[config.mk]
export PLATFORM = sky130hd
export DESIGN_NAME = redpitaya_pll_drp_ctrl
export DESIGN_NICKNAME = d
export VERILOG_FILES = /design/src/rtl/redpitaya_pll_drp_ctrl.sv
export SDC_FILE = /design/constraint.sdc
export NUM_CORES = 1
export LEC_CHECK = 0
export BUFFER_PORTS_ARGS = -buffer_cell sky130_fd_sc_hd__clkbuf_2
export CAP_MARGIN = 25
export CORE_MARGIN = 3
export CORE_UTILIZATION = 53
export DETAILED_ROUTE_END_ITERATION = 6
export PLACE_DENSITY = 0.79
export SLEW_MARGIN = 20
export SYNTH_ARGS = -nofsm -noshare
export SYNTH_HDL_FRONTEND = slang
export SYNTH_SLANG_ARGS = --single-unit
[constraint.sdc]
create_clock -name adc_clk_i -period 2.4 [get_ports adc_clk_i]
set_input_delay 0.12 -clock adc_clk_i [delete_from_list [all_inputs] [get_ports adc_clk_i]]
set_output_delay 0.12 -clock adc_clk_i [all_outputs]
set_load 0.05 [all_outputs]
[src/rtl/redpitaya_pll_drp_ctrl.sv]
// PLLE2_ADV DRP sequencer: holds the PLL in reset, read-modify-writes DRP
// registers, releases reset and waits for LOCKED. Runs on the buffered adc_clk.
//
// state     | meaning
// IDLE      | waiting for a request
// HOLD      | PLL reset asserted before the first DRP access
// RD        | DRP read strobe
// RD_WAIT   | waiting for read DRDY
// WR        | DRP write strobe with merged data
// WR_WAIT   | waiting for write DRDY
// NEXT      | batch open, PLL kept in reset, waiting for the next request
// RELEASE   | PLL reset deasserted
// LOCK_WAIT | ignore window, then wait for LOCKED
// ABORT     | DRDY timeout, release PLL and flag error
module redpitaya_pll_drp_ctrl #(
    parameter int RST_HOLD     = 4,
    parameter int DRDY_TIMEOUT = 64,
    parameter int LOCK_TIMEOUT = 65535
) (
    input  logic        adc_clk_i,
    input  logic        adc_rst_i,
    input  logic        cfg_valid_i,
    output logic        cfg_ready_o,
    input  logic [6:0]  cfg_addr_i,
    input  logic [15:0] cfg_data_i,
    input  logic [15:0] cfg_mask_i,
    input  logic        cfg_last_i,
    output logic [6:0]  drp_daddr_o,
    output logic        drp_den_o,
    output logic        drp_dwe_o,
    output logic [15:0] drp_di_o,
    input  logic [15:0] drp_do_i,
    input  logic        drp_drdy_i,
    output logic        pll_rst_o,
    input  logic        pll_locked_i,
    output logic        busy_o,
    output logic        done_o,
    output logic        err_o,
    output logic [1:0]  err_code_o
);

    localparam int HW = (RST_HOLD > 1) ? $clog2(RST_HOLD) : 1;
    localparam int DW = (DRDY_TIMEOUT > 1) ? $clog2(DRDY_TIMEOUT) : 1;
    localparam int LW = (LOCK_TIMEOUT > 1) ? $clog2(LOCK_TIMEOUT) : 1;
    localparam logic [HW-1:0] HOLD_LD = HW'(RST_HOLD - 1);
    localparam logic [DW-1:0] DRDY_LD = DW'(DRDY_TIMEOUT - 1);
    localparam logic [LW-1:0] LOCK_LD = LW'(LOCK_TIMEOUT - 1);

    typedef enum logic [3:0] {
        S_IDLE,
        S_HOLD,
        S_RD,
        S_RD_WAIT,
        S_WR,
        S_WR_WAIT,
        S_NEXT,
        S_RELEASE,
        S_LOCK_WAIT,
        S_ABORT
    } state_t;

    state_t          state;
    state_t          state_nxt;
    logic            accept;
    logic            cfg_ready;
    logic            drp_den;
    logic            lock_ok;
    logic            lock_to;

    logic [6:0]      addr_q;
    logic [15:0]     data_q;
    logic [15:0]     mask_q;
    logic            last_q;
    logic [15:0]     merged_q;
    logic            dwe_q;
    logic            pll_rst_q;
    logic            done_q;
    logic            err_q;
    logic [1:0]      err_code_q;
    logic [HW-1:0]   hold_cnt;
    logic [DW-1:0]   drdy_cnt;
    logic [LW-1:0]   lock_cnt;

    always_comb begin
        state_nxt = state;
        accept    = 1'b0;
        cfg_ready = 1'b0;
        drp_den   = 1'b0;
        lock_ok   = 1'b0;
        lock_to   = 1'b0;
        case (state)
            S_IDLE: begin
                cfg_ready = 1'b1;
                if (cfg_valid_i) begin
                    accept    = 1'b1;
                    state_nxt = S_HOLD;
                end
            end
            S_HOLD: begin
                if (hold_cnt == '0) state_nxt = S_RD;
            end
            S_RD: begin
                drp_den   = 1'b1;
                state_nxt = S_RD_WAIT;
            end
            S_RD_WAIT: begin
                if (drp_drdy_i)           state_nxt = S_WR;
                else if (drdy_cnt == '0)  state_nxt = S_ABORT;
            end
            S_WR: begin
                drp_den   = 1'b1;
                state_nxt = S_WR_WAIT;
            end
            S_WR_WAIT: begin
                if (drp_drdy_i)           state_nxt = last_q ? S_RELEASE : S_NEXT;
                else if (drdy_cnt == '0)  state_nxt = S_ABORT;
            end
            S_NEXT: begin
                cfg_ready = 1'b1;
                if (cfg_valid_i) begin
                    accept    = 1'b1;
                    state_nxt = S_RD;
                end
            end
            S_RELEASE: begin
                state_nxt = S_LOCK_WAIT;
            end
            S_LOCK_WAIT: begin
                // LOCKED only counts once the post-release ignore window has run out
                if (hold_cnt == '0 && pll_locked_i) begin
                    lock_ok   = 1'b1;
                    state_nxt = S_IDLE;
                end else if (lock_cnt == '0) begin
                    lock_to   = 1'b1;
                    state_nxt = S_IDLE;
                end
            end
            S_ABORT: begin
                state_nxt = S_LOCK_WAIT;
            end
            default: state_nxt = S_IDLE;
        endcase
    end

    always_ff @(posedge adc_clk_i) begin
        if (adc_rst_i) begin
            state      <= S_IDLE;
            addr_q     <= '0;
            data_q     <= '0;
            mask_q     <= '0;
            last_q     <= 1'b0;
            merged_q   <= '0;
            dwe_q      <= 1'b0;
            pll_rst_q  <= 1'b0;
            done_q     <= 1'b0;
            err_q      <= 1'b0;
            err_code_q <= 2'b00;
            hold_cnt   <= HOLD_LD;
            drdy_cnt   <= DRDY_LD;
            lock_cnt   <= LOCK_LD;
        end else begin
            state <= state_nxt;

            if (accept) begin
                addr_q <= cfg_addr_i;
                data_q <= cfg_data_i;
                mask_q <= cfg_mask_i;
                last_q <= cfg_last_i;
            end
            if (accept && state == S_IDLE) begin
                err_q      <= 1'b0;
                err_code_q <= 2'b00;
                pll_rst_q  <= 1'b1;
            end
            if (state_nxt == S_RELEASE) pll_rst_q <= 1'b0;
            if (state_nxt == S_ABORT) begin
                pll_rst_q  <= 1'b0;
                err_q      <= 1'b1;
                err_code_q <= 2'b01;
            end
            // a DRDY timeout code takes precedence over a later lock timeout
            if (lock_to) begin
                err_q <= 1'b1;
                if (err_code_q != 2'b01) err_code_q <= 2'b10;
            end
            done_q <= lock_ok && !err_q;

            if (state == S_RD_WAIT && drp_drdy_i)
                merged_q <= (drp_do_i & mask_q) | (data_q & ~mask_q);
            if (state_nxt == S_RD)      dwe_q <= 1'b0;
            else if (state_nxt == S_WR) dwe_q <= 1'b1;

            if (state == S_IDLE || state == S_RELEASE || state == S_ABORT)
                hold_cnt <= HOLD_LD;
            else if (hold_cnt != '0)
                hold_cnt <= hold_cnt - HW'(1);

            if (state == S_RD || state == S_WR)
                drdy_cnt <= DRDY_LD;
            else if (drdy_cnt != '0)
                drdy_cnt <= drdy_cnt - DW'(1);

            if (state != S_LOCK_WAIT)
                lock_cnt <= LOCK_LD;
            else if (lock_cnt != '0)
                lock_cnt <= lock_cnt - LW'(1);
        end
    end

    assign cfg_ready_o = cfg_ready;
    assign drp_den_o   = drp_den;
    assign drp_daddr_o = addr_q;
    assign drp_dwe_o   = dwe_q;
    assign drp_di_o    = merged_q;
    assign pll_rst_o   = pll_rst_q;
    assign busy_o      = (state != S_IDLE);
    assign done_o      = done_q;
    assign err_o       = err_q;
    assign err_code_o  = err_code_q;

endmodule

==> out/qor.txt <==
NetSw = 0.782 mW
CP Capture Type = register
CTS tree = done
Seq pwr share = 51.4%
Hold Slack = 0.0154 ns
Slew Viols, Final = 0
Peak supply drop = 601 uV
post-synth cell types = 48
post-synthesis mux area share = 5.48%
post-synthesis adder-cell area fraction = 0.973%
layout cells sized above 1 = 22.0%
Max Cap Viol = 0
worst slack, placed = 0.199 ns
total track usage = 24.0%
leakage power figure = 2.01 nW
area leader, netlist = dfxtp_1
Die ar. = 8340 um2
Max FO, Critical Path = 12
nets = 659
antenna-violating nets left = 0
Worst EP arrival = 2.49 ns
clock network fraction of total power = 37.4%
crit-path cells = or4_4, or4_4, or4_1, a21oi_1
Mapped Area = 3860 um2
ANT cells = 0
initial antenna violation count = 0
cts bufs inserted = 9
Num Clock Sinks = 90
commonest register cell after synthesis = dfxtp_1
drt pass-1 iters = 4
routed len/inst = 14.2 um
CTS clock-pin slew for the worst setup and hold paths = 0.09 ns
vias in the first global route = 3735
CTS HTree Levels = 3
Post-CTS Setup Inserts = 0
Post-Synth XOR/XNOR Area = 1.36%
Tmin final = 2.20 ns
number of vias per cell = 5.44
Core Rows = 30
fraction of registers with async set/reset = 0%
CTS root buffer = clkbuf_8
status = finished, final reports clean
Detailed Route WL = 9.85 mm
EDFF count, synth = 0
Post-route DRC = 0
period utilisation layout = 91.7%
Die Span X = 91.3 um
gr ovfl total = 0
Worst setup SP type = register
Worst-Margin Slew = 0.676 ns
min-delay worst type = in -> reg
Yosys top cell area share = 46.7%
internal power = 2.30 mW
largest family of logic cells by synthesized area = simple AND/OR/NAND/NOR gates
clock latency at the later pin of the worst-skew pair = 0.35 ns
DR iter-0 viols = 110
Top Family by Delay on Critical Path = simple AND/OR/NAND/NOR gates
chip height = 91.3 um
Post-Synthesis Cells = 468
register area share after synthesis = 46.7%
Mapped Nets = 532
Core Box Area = 6940 um2
Synth Area in Compound Gates = 16.7%
RSZ-0062 raised after global routing = no
Fin Clk Skew = 0.00854 ns
combinational power share = 11.2%
Sum Neg Setup Slack = 0 ns
largest net degree at the start of global routing = 65
Max Clk Rate = 0.455 GHz
Setup CP Type = reg -> reg
CP peak stage delay = 0.58 ns
area grow syn2layout = 30.7%
post-DP HPWL = 6.31 mm
Synth Warn # = 0
top post-synthesis cells by area = dfxtp_1 47%, nand2_1 9.1%, a21oi_1 6.4%
Initial Utilization = 55.6%
I/O pin cnt = 93
FF+latch count, synth = 90
port bufs = 92
Worst path slowest cell = or4_4
power per cell area = 610 nW/um2
Final Hold Viols = 0
first-pass GRT wire length = 16.6 mm
total number of vias = 3785
Max-slew headroom = 54.9%
Worst Path Required = 2.69 ns
Routability Congestion = 0.921
CTS Buffer Depth = 2
fin worst setup slack = 0.200 ns
Sw Share = 25.4%
cell mode on critical path = or4_4
Mean Syn Cell Area = 8.25 um2
post-synthesis simple-gate area fraction = 25.2%
Buf+Inv Stages, Crit Path = 0
Setup violations, final = 0
[sequential cells by signal, indices dropped and copies added (netlist names)]
signal / cells
drdy_cnt: 6
err_o: 1
lock_cnt: 16
err_code_o: 2
mask_q: 16
done_o: 1
state: 4
last_q: 1
hold_cnt: 2
pll_rst_o: 1
drp_daddr_o: 7
data_q: 16
drp_dwe_o: 1
drp_di_o: 16
[worst min-delay path: cells and delay by family]
kind            cells  cell delay (ns)
buf+inv             1             0.09
simple gates        1             0.05
compound gates      1             0.05
[synth_stat cells, types with 2 or more instances]
cell / count
a211oi_1: 18
a21o_1: 3
a21oi_1: 49
a31oi_1: 2
and2_1: 3
and3_1: 5
clkbuf_1: 25
dfxtp_1: 90
ha_1: 3
inv_1: 11
mux2i_1: 20
nand2_1: 94
nand2b_1: 7
nand3_1: 11
nand3b_1: 2
nand4_1: 3
nor2_1: 36
nor2b_1: 2
nor3_1: 11
nor3b_1: 3
nor4_1: 5
nor4b_1: 2
o211ai_1: 2
o21a_1: 2
o21ai_0: 18
o22ai_1: 2
o31ai_1: 2
or2_2: 2
or3_1: 3
or3b_2: 4
or4_1: 5
or4_4: 3
xnor2_1: 4
xor2_1: 2
[per-stage QoR]
| stage | cells | utilization (%) | power, mW | cell area (um2) |
|---|---|---|---|---|
| 5_1_grt | 696 | 72.6 | 3.19 | 5040 |
| 6_report | 696 | 72.6 | 3.08 | 5040 |
| 3_5_place_dp | 642 | 63.9 | 1.90 | 4440 |
| 2_1_floorplan | 468 | - | 1.80 | 3860 |
| 3_3_place_gp | 642 | 63.9 | 1.89 | 4440 |
| 4_1_cts | 696 | 72.6 | 3.10 | 5040 |
[area by class of cell]
class                   count  area (um2)
clock inverters             7         100
multi-input cells         341        1920
well taps                  96         120
fillers                   512        1900
flip-flops and latches     90        1800
clock buffers               9         124
inverters                  11        41.3
repair buffers            142         931
[placed cells by master, fill, tap and decap left out, types with 3 or more instances in the layout]
master / n
a21o_1: 3
or4_4: 3
dlygate4sd3_1: 38
nor4_1: 5
or3_1: 3
a211oi_1: 18
nand2b_1: 7
nand3_1: 11
clkbuf_8: 9
dfxtp_1: 90
nand4_1: 3
nor2_1: 36
or4_1: 5
nor3b_1: 3
or3b_2: 4
nor3_1: 10
and3_1: 5
a21oi_1: 49
ha_1: 3
inv_1: 11
and2_1: 3
buf_4: 12
o21ai_0: 18
xnor2_1: 4
clkbuf_2: 92
mux2i_1: 20
nand2_1: 94
[routing by layer]
metal / wire, um / track usage, % / vias to the layer above
li1: - / - / 1890
met1: 4080 / 27.3 / 1763
met2: 5020 / 42.6 / 105
met3: 505 / 6.88 / 27
met4: 243 / 8.79 / 0
met5: 0 / 0 / -
[what timing repair did]
item	in CTS	in global routing
endpoints found under the hold margin	38	0
gates resized for setup	0	1
endpoints found under the setup margin	0	1
hold buffers	38	0
[power groups by stage]
stage	Clock (mW)	Sequential (mW)	Combinational (mW)
after floorplan	0	1.64	0.161
after global placement	0	1.61	0.281
after detailed placement	0	1.62	0.289
after CTS	1.18	1.58	0.339
after global routing	1.23	1.59	0.376
final	1.15	1.58	0.345
[path summary, 6_finish.rpt]
check / startpoint / end / slack [ns] / depth (start not counted)
setup / recovery: lock_cnt[11] / err_code_o[1] / 0.20 / 4
hold / removal: cfg_data_i[0] / data_q[0] / 0.02 / 3
setup reg to reg: lock_cnt[11] / err_code_o[1] / 0.20 / 4
hold reg to reg: drp_daddr_o[6] / drp_daddr_o[6] / 0.46 / 2
[logic make-up (layout without fill, tap and decap cells)]
kind of cell | after synthesis | count (layout)
adders and majority gates | 3 | 3
muxes | 21 | 21
and+or+nand+nor | 204 | 204
xor gates and xnor gates | 6 | 6
DFF | 90 | 90
AOI/OAI and AO/OA | 107 | 107
buffers and inverters | 37 | 169
(Power assumes the default switching activity.)
